$ cat src/rtl/cmoving_avg_ctrl.sv
// cmoving_avg_ctrl: sequencer for a complex (I/Q) moving-average datapath.
//
// Owns the window length, the averager clear pulse, warm-up discard and output
// burst framing. Upstream IQ is gated into the averager through a two-entry
// skid buffer. The first LEN-1 averager results are dropped. NUM_OUT results
// are then forwarded, with out_tlast_o on the last one.
//
// Settings registers (offset from SrBase):
//   +0 LEN      window length, clamped to [1, MaxLen]
//   +1 NUM_OUT  beats per burst, 0 treated as 1
//   +2 CTRL     bit0 start, bit1 stop (wins over start), bit2 continuous
// A LEN or NUM_OUT write made while busy is held and takes effect on the next
// entry to CLEAR. A write made while idle takes effect at once.
//
// Ports:
//   clk_i, reset_ni                   clock, async active-low reset
//   set_stb_i/set_addr_i/set_data_i   settings bus
//   in_*                              upstream IQ stream (AXI-style)
//   avg_*                             stream into averager, window length, clear
//   res_*                             result stream from averager
//   out_*                             downstream burst stream with tlast
//   busy_o                            high in any state except IDLE
//
// Optional feature (define CMOVING_AVG_CTRL_STATS_EN):
//   drop_cnt_o   results discarded in FILL/DRAIN, saturating, cleared on CLEAR entry
//   burst_cnt_o  bursts completed with tlast, wrapping
module cmoving_avg_ctrl #(
  parameter int unsigned DataWidth = 16,
  parameter int unsigned MaxLen    = 2047,
  parameter int unsigned SrBase    = 0,
  parameter int unsigned LenW      = $clog2(MaxLen + 1)
) (
  input  logic                 clk_i,
  input  logic                 reset_ni,
  input  logic                 set_stb_i,
  input  logic [7:0]           set_addr_i,
  input  logic [31:0]          set_data_i,
  input  logic                 in_tvalid_i,
  output logic                 in_tready_o,
  input  logic [DataWidth-1:0] in_itdata_i,
  input  logic [DataWidth-1:0] in_qtdata_i,
  output logic                 avg_tvalid_o,
  input  logic                 avg_tready_i,
  output logic [DataWidth-1:0] avg_itdata_o,
  output logic [DataWidth-1:0] avg_qtdata_o,
  output logic [LenW-1:0]      avg_len_o,
  output logic                 avg_clear_o,
  input  logic                 res_tvalid_i,
  output logic                 res_tready_o,
  input  logic [DataWidth-1:0] res_itdata_i,
  input  logic [DataWidth-1:0] res_qtdata_i,
  output logic                 out_tvalid_o,
  input  logic                 out_tready_i,
  output logic                 out_tlast_o,
  output logic [DataWidth-1:0] out_itdata_o,
  output logic [DataWidth-1:0] out_qtdata_o,
  output logic                 busy_o
`ifdef CMOVING_AVG_CTRL_STATS_EN
  ,
  output logic [31:0]          drop_cnt_o,
  output logic [15:0]          burst_cnt_o
`endif
);

  localparam logic [2:0] StIdle  = 3'd0;
  localparam logic [2:0] StClear = 3'd1;
  localparam logic [2:0] StFill  = 3'd2;
  localparam logic [2:0] StRun   = 3'd3;
  localparam logic [2:0] StDrain = 3'd4;

  localparam logic [7:0] AddrLen  = 8'(SrBase);
  localparam logic [7:0] AddrNum  = 8'(SrBase + 1);
  localparam logic [7:0] AddrCtrl = 8'(SrBase + 2);

  logic [2:0]      state_q, state_d;
  logic [LenW-1:0] len_q, len_d, len_sh_q, len_sh_d;
  logic [31:0]     num_q, num_d, num_sh_q, num_sh_d;
  logic            cont_q, cont_d;
  logic            stop_pend_q, stop_pend_d;
  logic            clr_cnt_q, clr_cnt_d;
  logic [LenW-1:0] fill_cnt_q, fill_cnt_d;
  logic [31:0]     out_cnt_q, out_cnt_d;
  logic [2:0]      idle_cnt_q, idle_cnt_d;

  // Skid buffer: output register plus one overflow slot.
  logic                 avg_valid_q, avg_valid_d, skid_valid_q, skid_valid_d;
  logic [DataWidth-1:0] avg_i_q, avg_i_d, avg_q_q, avg_q_d;
  logic [DataWidth-1:0] skid_i_q, skid_i_d, skid_q_q, skid_q_d;

  logic            wr_len, wr_num, wr_ctrl, start_req, stop_wr, stop_req;
  logic [LenW-1:0] len_wr_val;
  logic [31:0]     num_wr_val;
  logic            run, out_hs, res_hs, is_last, last_hs, push, pop, any_valid;
  logic            enter_clear, enter_drain;

  assign wr_len    = set_stb_i && (set_addr_i == AddrLen);
  assign wr_num    = set_stb_i && (set_addr_i == AddrNum);
  assign wr_ctrl   = set_stb_i && (set_addr_i == AddrCtrl);
  assign stop_wr   = wr_ctrl && set_data_i[1];
  assign start_req = wr_ctrl && set_data_i[0] && !set_data_i[1];
  assign stop_req  = stop_wr || stop_pend_q;

  always_comb begin
    if (set_data_i == 32'd0) begin
      len_wr_val = LenW'(1);
    end else if (set_data_i > 32'(MaxLen)) begin
      len_wr_val = LenW'(MaxLen);
    end else begin
      len_wr_val = set_data_i[LenW-1:0];
    end
  end

  assign num_wr_val = (set_data_i == 32'd0) ? 32'd1 : set_data_i;

  assign busy_o      = (state_q != StIdle);
  assign run         = (state_q == StRun);
  assign avg_len_o   = len_q;
  assign avg_clear_o = (state_q == StClear);
  assign in_tready_o = !skid_valid_q && ((state_q == StFill) || run);

  // In RUN the result stream passes straight through to the output.
  assign out_tvalid_o = run && res_tvalid_i;
  assign is_last      = (out_cnt_q == num_q - 32'd1);
  assign out_tlast_o  = run && is_last;
  assign out_itdata_o = res_itdata_i;
  assign out_qtdata_o = res_qtdata_i;
  assign res_tready_o = run ? out_tready_i
                            : ((state_q == StClear) || (state_q == StFill) ||
                               (state_q == StDrain));

  assign out_hs    = out_tvalid_o && out_tready_i;
  assign last_hs   = out_hs && is_last;
  assign res_hs    = res_tvalid_i && res_tready_o;
  assign push      = in_tvalid_i && in_tready_o;
  assign pop       = avg_valid_q && avg_tready_i;
  assign any_valid = avg_valid_q || res_tvalid_i;

  assign avg_tvalid_o = avg_valid_q;
  assign avg_itdata_o = avg_i_q;
  assign avg_qtdata_o = avg_q_q;

  always_comb begin
    avg_valid_d  = avg_valid_q;
    avg_i_d      = avg_i_q;
    avg_q_d      = avg_q_q;
    skid_valid_d = skid_valid_q;
    skid_i_d     = skid_i_q;
    skid_q_d     = skid_q_q;
    if (!avg_valid_q || pop) begin
      // Output slot frees up: refill from skid first to keep ordering.
      if (skid_valid_q) begin
        avg_valid_d  = 1'b1;
        avg_i_d      = skid_i_q;
        avg_q_d      = skid_q_q;
        skid_valid_d = 1'b0;
      end else if (push) begin
        avg_valid_d = 1'b1;
        avg_i_d     = in_itdata_i;
        avg_q_d     = in_qtdata_i;
      end else begin
        avg_valid_d = 1'b0;
      end
    end else if (push) begin
      skid_valid_d = 1'b1;
      skid_i_d     = in_itdata_i;
      skid_q_d     = in_qtdata_i;
    end
  end

  always_comb begin
    state_d     = state_q;
    len_d       = len_q;
    len_sh_d    = len_sh_q;
    num_d       = num_q;
    num_sh_d    = num_sh_q;
    cont_d      = cont_q;
    stop_pend_d = stop_pend_q || stop_wr;
    clr_cnt_d   = clr_cnt_q;
    fill_cnt_d  = fill_cnt_q;
    out_cnt_d   = out_cnt_q;
    idle_cnt_d  = idle_cnt_q;
    enter_clear = 1'b0;
    enter_drain = 1'b0;

    if (wr_len) begin
      len_sh_d = len_wr_val;
      if (!busy_o) len_d = len_wr_val;
    end
    if (wr_num) begin
      num_sh_d = num_wr_val;
      if (!busy_o) num_d = num_wr_val;
    end
    if (wr_ctrl) cont_d = set_data_i[2];

    case (state_q)
      StIdle: begin
        if (stop_wr) begin
          enter_drain = 1'b1;
        end else if (start_req) begin
          enter_clear = 1'b1;
        end
      end
      StClear: begin
        if (stop_req) begin
          enter_drain = 1'b1;
        end else if (clr_cnt_q) begin
          // A window of one has no warm-up results to discard.
          state_d = (len_q == LenW'(1)) ? StRun : StFill;
        end else begin
          clr_cnt_d = 1'b1;
        end
      end
      StFill: begin
        if (stop_req) begin
          enter_drain = 1'b1;
        end else if (res_hs) begin
          if (fill_cnt_q == len_q - LenW'(2)) begin
            state_d = StRun;
          end else begin
            fill_cnt_d = fill_cnt_q + LenW'(1);
          end
        end
      end
      StRun: begin
        // A presented beat must complete before a stop takes effect.
        if (out_hs) begin
          if (stop_req || (is_last && !cont_q)) begin
            enter_drain = 1'b1;
          end else if (is_last) begin
            out_cnt_d = 32'd0;
          end else begin
            out_cnt_d = out_cnt_q + 32'd1;
          end
        end else if (stop_req && !out_tvalid_o) begin
          enter_drain = 1'b1;
        end
      end
      StDrain: begin
        stop_pend_d = 1'b0;
        if (any_valid) begin
          idle_cnt_d = 3'd0;
        end else if (idle_cnt_q == 3'd3) begin
          state_d = StIdle;
        end else begin
          idle_cnt_d = idle_cnt_q + 3'd1;
        end
      end
      default: state_d = StIdle;
    endcase

    if (enter_clear) begin
      state_d    = StClear;
      len_d      = len_sh_q;
      num_d      = num_sh_q;
      clr_cnt_d  = 1'b0;
      fill_cnt_d = '0;
      out_cnt_d  = 32'd0;
    end
    if (enter_drain) begin
      state_d     = StDrain;
      idle_cnt_d  = 3'd0;
      stop_pend_d = 1'b0;
    end
  end

  always_ff @(posedge clk_i or negedge reset_ni) begin
    if (!reset_ni) begin
      state_q      <= StIdle;
      len_q        <= LenW'(MaxLen - 1);
      len_sh_q     <= LenW'(MaxLen - 1);
      num_q        <= 32'd1;
      num_sh_q     <= 32'd1;
      cont_q       <= 1'b0;
      stop_pend_q  <= 1'b0;
      clr_cnt_q    <= 1'b0;
      fill_cnt_q   <= '0;
      out_cnt_q    <= 32'd0;
      idle_cnt_q   <= 3'd0;
      avg_valid_q  <= 1'b0;
      avg_i_q      <= '0;
      avg_q_q      <= '0;
      skid_valid_q <= 1'b0;
      skid_i_q     <= '0;
      skid_q_q     <= '0;
    end else begin
      state_q      <= state_d;
      len_q        <= len_d;
      len_sh_q     <= len_sh_d;
      num_q        <= num_d;
      num_sh_q     <= num_sh_d;
      cont_q       <= cont_d;
      stop_pend_q  <= stop_pend_d;
      clr_cnt_q    <= clr_cnt_d;
      fill_cnt_q   <= fill_cnt_d;
      out_cnt_q    <= out_cnt_d;
      idle_cnt_q   <= idle_cnt_d;
      avg_valid_q  <= avg_valid_d;
      avg_i_q      <= avg_i_d;
      avg_q_q      <= avg_q_d;
      skid_valid_q <= skid_valid_d;
      skid_i_q     <= skid_i_d;
      skid_q_q     <= skid_q_d;
    end
  end

`ifdef CMOVING_AVG_CTRL_STATS_EN
  logic [31:0] drop_cnt_q;
  logic [15:0] burst_cnt_q;
  logic        drop_inc;

  assign drop_inc = res_hs && ((state_q == StFill) || (state_q == StDrain));

  always_ff @(posedge clk_i or negedge reset_ni) begin
    if (!reset_ni) begin
      drop_cnt_q  <= 32'd0;
      burst_cnt_q <= 16'd0;
    end else begin
      if (enter_clear) begin
        drop_cnt_q <= 32'd0;
      end else if (drop_inc && (drop_cnt_q != 32'hFFFF_FFFF)) begin
        drop_cnt_q <= drop_cnt_q + 32'd1;
      end
      if (last_hs) burst_cnt_q <= burst_cnt_q + 16'd1;
    end
  end

  assign drop_cnt_o  = drop_cnt_q;
  assign burst_cnt_o = burst_cnt_q;
`endif

endmodule

$ cat config.mk
export PLATFORM = sky130hd
export DESIGN_NAME = cmoving_avg_ctrl
export DESIGN_NICKNAME = d
export VERILOG_FILES = /design/src/rtl/cmoving_avg_ctrl.sv
export SDC_FILE = /design/constraint.sdc
export NUM_CORES = 1
export LEC_CHECK = 0
export BUFFER_PORTS_ARGS = -buffer_cell sky130_fd_sc_hd__buf_2
export CORE_ASPECT_RATIO = 0.5
export CORE_MARGIN = 5
export CORE_UTILIZATION = 49
export CTS_CLUSTER_SIZE = 8
export DETAILED_ROUTE_END_ITERATION = 12
export PLACE_DENSITY = 0.71
export SETUP_SLACK_MARGIN = 0.2
export SYNTH_ARGS = -nofsm -noshare
export SYNTH_HDL_FRONTEND = slang
export SYNTH_SLANG_ARGS = --single-unit
$ cat constraint.sdc
create_clock -name clk_i -period 3.5 [get_ports clk_i]
set_input_delay 0.35 -clock clk_i [delete_from_list [all_inputs] [get_ports clk_i]]
set_output_delay 0.35 -clock clk_i [all_outputs]
set_load 0.02 [all_outputs]
# --- Yosys cells after proc, flatten, opt, wreduce, memory -nomap -nowiden ---
# Cells that the tools add are included.
op_classes:
  addsub: 5
  order_cmp: 1
  eq_ne: 23
  n_mux: 57
  bitwise: 1
  n_reduce_logical: 52
op_table:
  columns: ["operator", "n"]
  rows:
  - ["$mux W32", 9]
  - ["$mux W11", 10]
  - ["$mux W16", 4]
  - ["$mux W3", 13]
  - ["$add A32 B1 Y32 const B", 1]
  - ["$eq A32 B32 Y1", 1]
  - ["$gt A32 B11 Y1 const B", 1]
  - ["$logic_not A32 Y1", 1]
  - ["$sub A32 B1 Y32 const B", 1]
  - ["$reduce_bool A2 Y1", 10]
  - ["$mux W1", 19]
  - ["$logic_and A1 B1 Y1", 15]
  - ["$ne A4 B4 Y1 const B", 3]
  - ["$pmux W3 S4", 1]
  - ["$reduce_and A2 Y1", 6]
  - ["$add A11 B1 Y11 const B", 1]
  - ["$eq A11 B1 Y1 const B", 1]
  - ["$eq A11 B11 Y1", 1]
  - ["$sub A11 B2 Y11 const B", 1]
  - ["$eq A3 B2 Y1 const B", 3]
  - ["$eq A8 B1 Y1 const B", 1]
  - ["$eq A8 B2 Y1 const B", 1]
  - ["$logic_not A8 Y1", 1]
  - ["$ne A4 B3 Y1 const B", 2]
  - ["19 further kinds", 32]
word_totals:
  regBits: 204
  in_bits: 111

# --- Logic depth before layout (Yosys ltp) ---
# Gate-level depths: netlist of run 1.
logic_depth:
  word_depth: 10
  mapped_depth: 13
  depth_no_buf: 11

# --- Least setup slack after synthesis of run 1 ---
# Ideal clock, no wire load.
synth_timing:
  path_type: "register to output"
  from: "register num_q[1]"
  to: "output port out_tlast_o"
  arrival_time_ps: 3123
  slack_ps: 27
  path_stages_with_launch: 11
  path_buffers: 0
  cell_sequence: "dfrtp_1 > inv_1 > ha_1 > nor4b_1 > nand4_1 > or4_1 > a211oi_1 > nor2_1 > nor4b_4 > nand2_1 > nor3_1"
synth_between:
  elab_chain_cells: 3
synth_lines:
  columns: ["item", "line", "rtl"]
  rows:
  - ["start, declared", "77", "logic [31:0] num_q, num_d, num_sh_q, num_sh_d;"]
  - ["start signal, assigned", "289", "num_q <= num_d;"]
  - ["$sub A32 B1 Y32", "123", "assign is_last = (out_cnt_q == num_q - 32'd1);"]
  - ["$eq A32 B32 Y1", "123", null]
  - ["$logic_and A1 B1 Y1", "124", "assign out_tlast_o = run && is_last;"]
  - ["end, declared", "54", "output logic out_tlast_o,"]
# Every way passes these cells.

# --- Worst setup path in the final report of run 1 ---
layout_timing:
  from: "register num_q[9]"
  to: "output port out_tlast_o"
# The elaborated chain is that of the path after synthesis.

==> summary.txt, run 1 <==
Status
  – Outcome: complete, but fails checks
  – Violated checks: negative setup slack

Worst setup path
  – Max incr delay on CP: 0.57 ns
  – Worst path cell trace: or4_4 -> nor4_4 -> nand4_1 -> a32oi_2 -> nand3_2 -> nor4b_4 -> nand2_2 -> nor3_2 -> buf_4
  – Kind of critical path: register to output pin
  – Required time worst endpoint: 3.15 ns
  – CP bufs+invs: 1
  – Crit path DAT: 3.44 ns
  – Worst Reg-to-Reg Cells: 14
  – CP Capture Type: output pin
  – Worst Path Max Fanout: 8
  – Startpoint types: register
  – Crit path max-delay family: simple AND/OR/NAND/NOR gates
  – WP depth: 9
  – Crit path max-delay cell type: nor4_4

GRT
  – GR Util met3: 5.13%
  – Initial antenna violation count: 0
  – Vias in the first global route: 9409
  – Grt ovf: 0
  – Busiest metal layer after global routing: met2
  – Largest net degree at the start of global routing: 110
  – GRT met2 Usage: 36.4%
  – GRT Overall Usage: 22.7%
  – First-pass GRT wire length: 49900 um
  – Met1 Track Usage GR: 30.9%

Synth
  – Part of the Yosys area used for sequential elements: 45.1%
  – Top cell type by total area after synthesis: dfrtp_1
  – Yosys warnings: 0
  – Post-Syn Area: 11400 um2
  – Synth Instances: 1146
  – Synth unique cells: 85
  – Top cell type's share of synthesized area: 40.0%
  – Main synth FF type: dfrtp_1
  – Post-synthesis net count: 1263
  – Seq cells post-synth: 204
  – Syn Area/Cell: 9.93 um2
  – Async set or reset register ratio after synthesis: 100%
  – Top post-synthesis cells by area: dfrtp_1 (40%), mux2_2 (6.6%), dfstp_2 (5.1%)
  – Number of synthesized flops with an enable pin: 0

Die
  – Core Area: 22800 um2
  – IO Count: 193
  – Die W: 226 um
  – Die ar.: 26600 um2
  – Initial cell density of the core: 49.8%
  – Cell row count: 39
  – Die height: 118 um

STA
  – Clock skew: 0.0121 ns
  – Final Max Tran Viols: 0
  – Fmax: 264 MHz
  – TNS Setup: -2.71 ns
  – Final number of hold-violating endpoints: 0
  – Tmin final: 3.79 ns
  – Hold WS: 0.0411 ns
  – Setup violators final: 36
  – Worst-Margin Slew: 0.908 ns
  – Period utilisation layout: 108%
  – Worst setup margin: -0.291 ns
  – Max_slew headroom: 39.5%
  – RSZ-0062 raised after global routing: yes

Hold path
  – Path type of the worst min-delay path: input pin to register
  – Min-Delay Path Depth: 2

Cells and area
  – Nets: 1402
  – Most frequent cells in the layout: dfrtp_1 (180), nand2_1 (135), buf_2 (126), nor2_1 (79), mux2_2 (66)
  – # diodes: 0
  – Seq. cell area: 5130 um2
  – Syn-to-layout area delta: 21.4%
  – Commonest non-fill, non-tap cell in the layout: dfrtp_1
  – Layout cells sized above 1: 29.8%
  – Layout fillers: 1903
  – Multi-input gate area: 5900 um2

Pwr
  – Max IR drop VDD: 399 uV
  – P per Cell Area: 404 nW/um2
  – Static Leak: 6.68 nW
  – Total Power: 0.00558 W

Clock network
  – CTS tree: done
  – Clock latency on the worst-skew pair: 0.56 ns
  – Clock root cell: clkbuf_16
  – Sink Count: 204
  – Max Root-Sink Buffers: 3
  – # H-tree levels: 1
  – Cts bufs inserted: 29
  – Clock slew at reported path FFs: 0.05 ns

Routing
  – Via count: 9466
  – Wirelength, routed: 30900 um
  – WL/cell: 19.2 um
  – DRT antenna net count: 0
  – 1st-iter DRT viols: 756
  – Residual DRC count: 0
  – Via density: 5.86
  – First-pass DRT Iterations: 5

Job
  – Max cap viols: 0

Placed design
  – I/O Buffers: 128
  – Gp weighted congestion: 0.866
  – Post-DP HPWL: 21900 um
## Yosys cell counts (all sizes together) (21+ instances only)
library cell / n
a21oi: 29
a22oi: 34
and3: 21
buf: 49
clkbuf: 45
dfrtp: 182
dfstp: 22
inv: 24
mux2: 67
mux2i: 36
nand2: 137
nand3: 23
nand4: 24
nor2: 83
nor3: 24
nor4: 28
o21ai: 53
o22ai: 27
xnor2: 38
xor2: 28
## repair_timing
action	in CTS	in global routing
buffers inserted	11	6
resized for setup	32	22
hold buffers	1	0
endpoints found under the setup margin	44	42
hold endpoints to repair	87	0
pin swaps	33	18
gates cloned	3	3
## registers in the layout, indices dropped and copies added, names as in the netlist, 3 cells and up
| register | flops |
|---|---|
| len_sh_q | 11 |
| skid_q_q | 16 |
| skid_i_q | 16 |
| idle_cnt_q | 3 |
| state_q | 3 |
| avg_qtdata_o | 16 |
| out_cnt_q | 32 |
| num_sh_q | 32 |
| avg_itdata_o | 16 |
| fill_cnt_q | 11 |
| num_q | 32 |
| avg_len_o | 11 |
## worst register-to-register path, cell delays in order (launching register included)
cell     delay (ns)
dfrtp_1        0.37
or4_4          0.56
nor4_4         0.57
nand4_1        0.18
a32oi_2        0.30
nand3_2        0.14
nor4b_4        0.34
buf_4          0.17
buf_6          0.09
buf_6          0.11
a31oi_4        0.11
buf_6          0.16
buf_8          0.13
o21ai_4        0.15
mux2i_1        0.19
## stage by stage
| stage | instances | utilization (%) | worst slack, ns | instance area, um2 |
|---|---|---|---|---|
| after floorplan | 1146 | - | 0.222 | 11400 |
| after global placement | 1537 | 54.3 | 0.120 | 12400 |
| after detailed placement | 1537 | 54.3 | 0.0838 | 12400 |
| after CTS | 1606 | 59.5 | -0.277 | 13600 |
| after global routing | 1615 | 60.5 | -0.483 | 13800 |
| final | 1615 | 60.5 | -0.291 | 13800 |
## power breakdown
part	internal [W]	total, W	switching, W
Sequential	0.00242	0.00247	0.0000441
Clock	0.00163	0.00267	0.00104
Combinational	0.000181	0.000447	0.000267
Total	0.00423	0.00558	0.00135
## per-layer routing
metal  part of all wire [%]  vias up  wire [um]
li1                       -     4410          -
met1                     44     4691      13700
met2                     46      293      14300
met3                    6.2       72       1930
met4                    3.3        0       1020
met5                      0        -          0
## area by class of cell
class | count | share of cell area (%)
clock buffer | 52 | 5.88
clock inverter | 2 | 0.362
inverter | 24 | 0.652
tap | 307 | 2.78
sequential | 204 | 37.2
multi-input combinational | 824 | 42.7
timing repair buffer | 202 | 10.5
## final timing paths
path                                 start               to  slack [ns]
min reg2reg                avg_itdata_o[0]  avg_itdata_o[0]        0.47
min                        in_itdata_i[15]     skid_i_q[15]        0.04
max                               num_q[9]      out_tlast_o       -0.29
max reg2reg                       num_q[9]       state_q[0]       -0.12
max in group asynchronous         reset_ni      len_sh_q[9]        2.13
min in group asynchronous         reset_ni  avg_itdata_o[4]        0.43
## kinds of logic (layout without fill, tap and decap cells)
family | Yosys count | in the layout | synth area share, %
adders and majority gates | 6 | 6 | 0.659
buffers and inverters | 118 | 280 | 5.43
and+or+nand+nor | 420 | 420 | 19.1
xor gates and xnor gates | 66 | 66 | 5.08
AOI/OAI and AO/OA | 229 | 229 | 14.8
DFF | 204 | 204 | 45.1
muxes | 103 | 103 | 9.79
Power figures use the tool's default switching activity.
==> run 2: changes to the inputs <==
PLACE_DENSITY = 0.74   (was 0.71)
SKIP_CTS_REPAIR_TIMING = 1   (was unset)
clock period = 3.3 ns   (was 3.5 ns; I/O delays follow)
==> run 2 against run 1 <==
The run still ends with negative setup slack left. Global-route usage down 0.37 points. Clock power rose by 6%. Power is 6.6% higher. Register-to-register slack worse by 0.02 ns. Worst hold slack got worse by 0.018 ns. Critical path type unchanged. Highest routed layer unchanged.
==> summary.txt, run 2 (synthesized netlist as in run 1, its figures left out) <==
Status
  – Outcome: complete, but fails checks
  – Violated checks: negative setup slack

Worst setup path
  – Worst Path Max Fanout: 7
  – Required time worst endpoint: 2.97 ns
  – Startpoint types: register
  – R2R setup slack: -0.14 ns
  – Crit path DAT: 3.45 ns
  – CP Capture Type: output pin
  – Kind of critical path: register to output pin

Pwr
  – NetSw: 0.00145 W
  – P per Cell Area: 432 nW/um2
  – Internal Power: 0.00450 W
  – Comb power frac: 8.3%
  – Net Sw Frac: 24.3%
  – Clock power frac: 47.6%
  – Static Leak: 6.74 nW
  – Max IR drop VDD: 365 uV
  – Flop pwr share: 44.0%
  – Total Power: 0.00595 W

STA
  – RSZ-0062 raised after global routing: yes
  – Final number of hold-violating endpoints: 0
  – Tmin final: 3.78 ns
  – Fmax: 265 MHz
  – Clock skew: 0.0102 ns
  – Hold WS: 0.0232 ns
  – Worst-Margin Slew: 1.21 ns
  – Period utilisation layout: 115%
  – Max_slew headroom: 19.5%
  – Worst setup margin: -0.480 ns
  – Final Max Tran Viols: 0
  – TNS Setup: -3.03 ns
  – Setup violators final: 33

Die
  – Die W: 226 um
  – Core Area: 22800 um2
  – IO Count: 193
  – Cell row count: 39
  – Die height: 118 um
  – Die ar.: 26600 um2
  – Initial cell density of the core: 49.8%

Routing
  – 1st-iter DRT viols: 811
  – DRT antenna net count: 0
  – Via count: 9513
  – Via density: 5.84
  – Wirelength, routed: 30800 um
  – First-pass DRT Iterations: 7
  – WL/cell: 18.9 um
  – Residual DRC count: 0

Clock network
  – Cts bufs inserted: 29
  – Clock latency on the worst-skew pair: 0.56 ns
  – CTS tree: done
  – Clock slew at reported path FFs: 0.05 ns
  – Max Root-Sink Buffers: 3
  – Sink Count: 204
  – # H-tree levels: 1
  – Clock root cell: clkbuf_16

GRT
  – Initial antenna violation count: 0
  – Met1 Track Usage GR: 29.7%
  – First-pass GRT wire length: 49500 um
  – GR Util met3: 5.08%
  – Grt ovf: 0
  – Largest net degree at the start of global routing: 76
  – GRT Overall Usage: 22.4%
  – Busiest metal layer after global routing: met2
  – Vias in the first global route: 9523
  – GRT met2 Usage: 36.8%

Job
  – Max cap viols: 0

Cells and area
  – Layout fillers: 1875
  – Syn-to-layout area delta: 21.1%
  – Layout cells sized above 1: 30.9%
  – Nets: 1417
  – Largest regs: num_q x32, num_sh_q x32, out_cnt_q x32
  – Finished Layout Cells: 1630
  – Most frequent cells in the layout: dfrtp_1 (178), nand2_1 (136), buf_2 (126), buf_4 (79), nor2_1 (78)
  – Commonest non-fill, non-tap cell in the layout: dfrtp_1
  – # diodes: 0

Placed design
  – Placed insts: 1563
  – Gp weighted congestion: 0.898
  – Post-DP HPWL: 22100 um
  – Dpl ws: -0.379 ns
  – I/O Buffers: 128

Hold path
  – Path type of the worst min-delay path: input pin to register
-- run 2: final cells by class --
class                      instances  area, um2  area share [%]
clock buffer                      52        812            5.89
clock inverter                     2       50.0           0.363
inverter                          24       90.1           0.653
multi-input combinational        824       5890            42.7
sequential                       204       5140            37.3
tap                              307        384            2.79
timing repair buffer             217       1430            10.3
-- run 2: path summary, 6_finish.rpt --
kind                                  from              end  cells after the start
max in group asynchronous         reset_ni      len_sh_q[9]                      3
min reg2reg                avg_itdata_o[5]  avg_itdata_o[5]                      2
min in group asynchronous         reset_ni      skid_i_q[3]                      2
min                        in_itdata_i[15]     skid_i_q[15]                      2
max                               num_q[3]      out_tlast_o                     10
max reg2reg                       num_q[3]       state_q[0]                     12
-- run 2: per-layer routing --
metal / vias up / wire, um
li1: 4441 / -
met1: 4673 / 13200
met2: 306 / 14500
met3: 93 / 2070
met4: 0 / 1010
met5: - / 0
-- run 2: per-stage QoR --
stage	util, %	area, um2
after CTS	59.0	13500
final	60.4	13800
after detailed placement	55.2	12600
after floorplan	-	11400
after global placement	55.2	12600
after global routing	60.4	13800
-- run 2: worst max-delay path: stages, from the launching register on --
cell	delay [ns]
dfrtp_2	0.43
or3_4	0.45
or3_4	0.36
a2111oi_4	0.38
and4b_1	0.27
nand3_2	0.10
nor4b_4	0.37
buf_4	0.19
nand2_4	0.08
nor3_4	0.12
buf_6	0.14
-- run 2: power by group through the flow --
stage / Combinational (W) / Sequential (W) / Clock (W)
after global routing: 0.000549 / 0.00262 / 0.00301
after detailed placement: 0.000465 / 0.00266 / 0
after global placement: 0.000451 / 0.00265 / 0
final: 0.000497 / 0.00262 / 0.00284
after floorplan: 0.000303 / 0.00264 / 0
after CTS: 0.000470 / 0.00262 / 0.00288
==> run 3: changes to the inputs <==
PLACE_DENSITY = 0.71   (was 0.74)
clock period = 4.85 ns   (was 3.3 ns; I/O delays follow)
==> run 3 against run 2 <==
The flow now finishes without violations. Utilization is 3.7 points lower. Cell count is 4.2% lower. First-iteration DRC count is 20% lower. Critical path type unchanged. Largest cell class unchanged. Highest routed layer is now met5.
==> summary.txt, run 3 (synthesized netlist as in run 1, its figures left out) <==
Clock network
  – Clock root cell: clkbuf_16
  – CTS tree: done
  – Cts bufs inserted: 29
  – # H-tree levels: 1
  – Clock slew at reported path FFs: 0.05 ns
  – Clock latency on the worst-skew pair: 0.57 ns
  – Max Root-Sink Buffers: 3
  – Sink Count: 204

Cells and area
  – Layout cells sized above 1: 24.2%
  – Layout fillers: 2044
  – Commonest non-fill, non-tap cell in the layout: dfrtp_1
  – Largest regs: num_q x32, num_sh_q x32, out_cnt_q x32
  – Finished Layout Cells: 1561
  – Seq. cell area: 5130 um2
  – Most frequent cells in the layout: dfrtp_1 (181), nand2_1 (137), buf_2 (127), nor2_1 (79), mux2_2 (67)
  – Multi-input gate area: 5670 um2
  – Nets: 1346
  – Syn-to-layout area delta: 13.8%

Status
  – Outcome: completed

Placed design
  – Placed insts: 1502
  – Gp weighted congestion: 0.922
  – I/O Buffers: 128
  – Post-DP HPWL: 21100 um

Worst setup path
  – Required time worst endpoint: 4.37 ns
  – R2R setup slack: 0.85 ns
  – CP Capture Type: output pin
  – Kind of critical path: register to output pin
  – Worst Path Max Fanout: 8
  – CP bufs+invs: 1
  – R2r startpoint: num_q[8]
  – Launch point of the worst path: num_q[8]
  – Worst Reg-to-Reg Cells: 10
  – Startpoint types: register
  – Reg-to-reg endpoint: out_cnt_q[21]
  – Crit path DAT: 3.91 ns
  – Worst path cell trace: or4_1 -> nor4_4 -> o2111ai_1 -> a32oi_2 -> nand3_2 -> nor4b_4 -> nand2_1 -> nor3_1 -> buf_2
  – Crit path max-delay family: simple AND/OR/NAND/NOR gates
  – Max incr delay on CP: 0.67 ns
  – Crit path max-delay cell type: or4_1

GRT
  – GRT Overall Usage: 22.3%
  – First-pass GRT wire length: 48900 um
  – Grt ovf: 0
  – Met1 Track Usage GR: 29.3%
  – Busiest metal layer after global routing: met2
  – Vias in the first global route: 9306
  – GRT met2 Usage: 36.9%
  – Initial antenna violation count: 1
  – Largest net degree at the start of global routing: 108
  – GR Util met3: 5.73%

STA
  – RSZ-0062 raised after global routing: no
  – Fmax: 228 MHz
  – Period utilisation layout: 90.5%
  – Max_slew headroom: 16.1%
  – Setup violators final: 0
  – Clock skew: 0.0219 ns
  – TNS Setup: 0 ns
  – Tmin final: 4.39 ns
  – Final number of hold-violating endpoints: 0
  – Final Max Tran Viols: 0
  – Worst-Margin Slew: 1.26 ns

Routing
  – WL/cell: 19.1 um
  – First-pass DRT Iterations: 5
  – Residual DRC count: 0
  – DRT antenna net count: 0
  – Wirelength, routed: 29900 um
  – Via count: 9233
  – 1st-iter DRT viols: 646
  – Via density: 5.91

Pwr
  – Static Leak: 6.18 nW
  – Max IR drop VDD: 311 uV
  – P per Cell Area: 309 nW/um2
  – Total Power: 0.00401 W

Die
  – IO Count: 193
  – Die W: 226 um
  – Initial cell density of the core: 49.8%
  – Core Area: 22800 um2
  – Die height: 118 um
  – Die ar.: 26600 um2
  – Cell row count: 39

Job
  – Max cap viols: 0

Hold path
  – Path type of the worst min-delay path: input pin to asynchronous set/reset pin
run 3: changes by cell type in the layout (fill, tap and decap cells not counted), moves of 3 or more:
cell	change
buf_12	-4
buf_4	-63
buf_6	-3
dfrtp_1	+3
dfrtp_2	-3
nor3_1	+3
nor4_1	+3
o22ai_1	+8
o22ai_2	-8
or4_1	+3
or4_4	-3
run 3: layout make-up:
class / count / area share (%)
Antenna cell: 2 / 0.0386
Clock buffer: 52 / 6.27
Clock inverter: 2 / 0.386
Inverter: 24 / 0.695
Multi-Input combinational cell: 824 / 43.8
Sequential cell: 204 / 39.6
Tap cell: 307 / 2.97
Timing Repair Buffer: 146 / 6.25
run 3: through the flow:
step           instance area [um2]  worst slack, ns  utilization (%)  hold WS [ns]
6_report                     13000            0.459             56.7        0.0528
5_1_grt                      12900            0.242             56.7         0.126
4_1_cts                      12900            0.267             56.5        0.0838
3_5_place_dp                 12100            0.809             52.8         0.468
3_3_place_gp                 12100            0.902             52.8         0.457
2_1_floorplan                11400             1.24                -         0.189
run 3: where the power goes:
group	total (W)	leakage, nW	internal (W)	switching (W)
combinational	0.000295	3.02	0.000114	0.000181
clock	0.00193	0.408	0.00117	0.000755
sequential	0.00178	2.75	0.00175	0.0000346
total	0.00401	6.18	0.00304	0.000971
run 3: layer usage:
layer  vias to the layer above  wire (um)
met3                        63       2020
met4                         2        679
met2                       275      14300
met5                         -         12
li1                       4303          -
met1                      4590      12900
run 3: worst max-delay path by stage:
stage	to	depth (start not counted)
finish	out_tlast_o	9
global route	out_tlast_o	9
CTS	out_tlast_o	11
detailed placement	out_cnt_q[24]	11
global placement	out_cnt_q[29]	11
floorplan	out_tlast_o	10
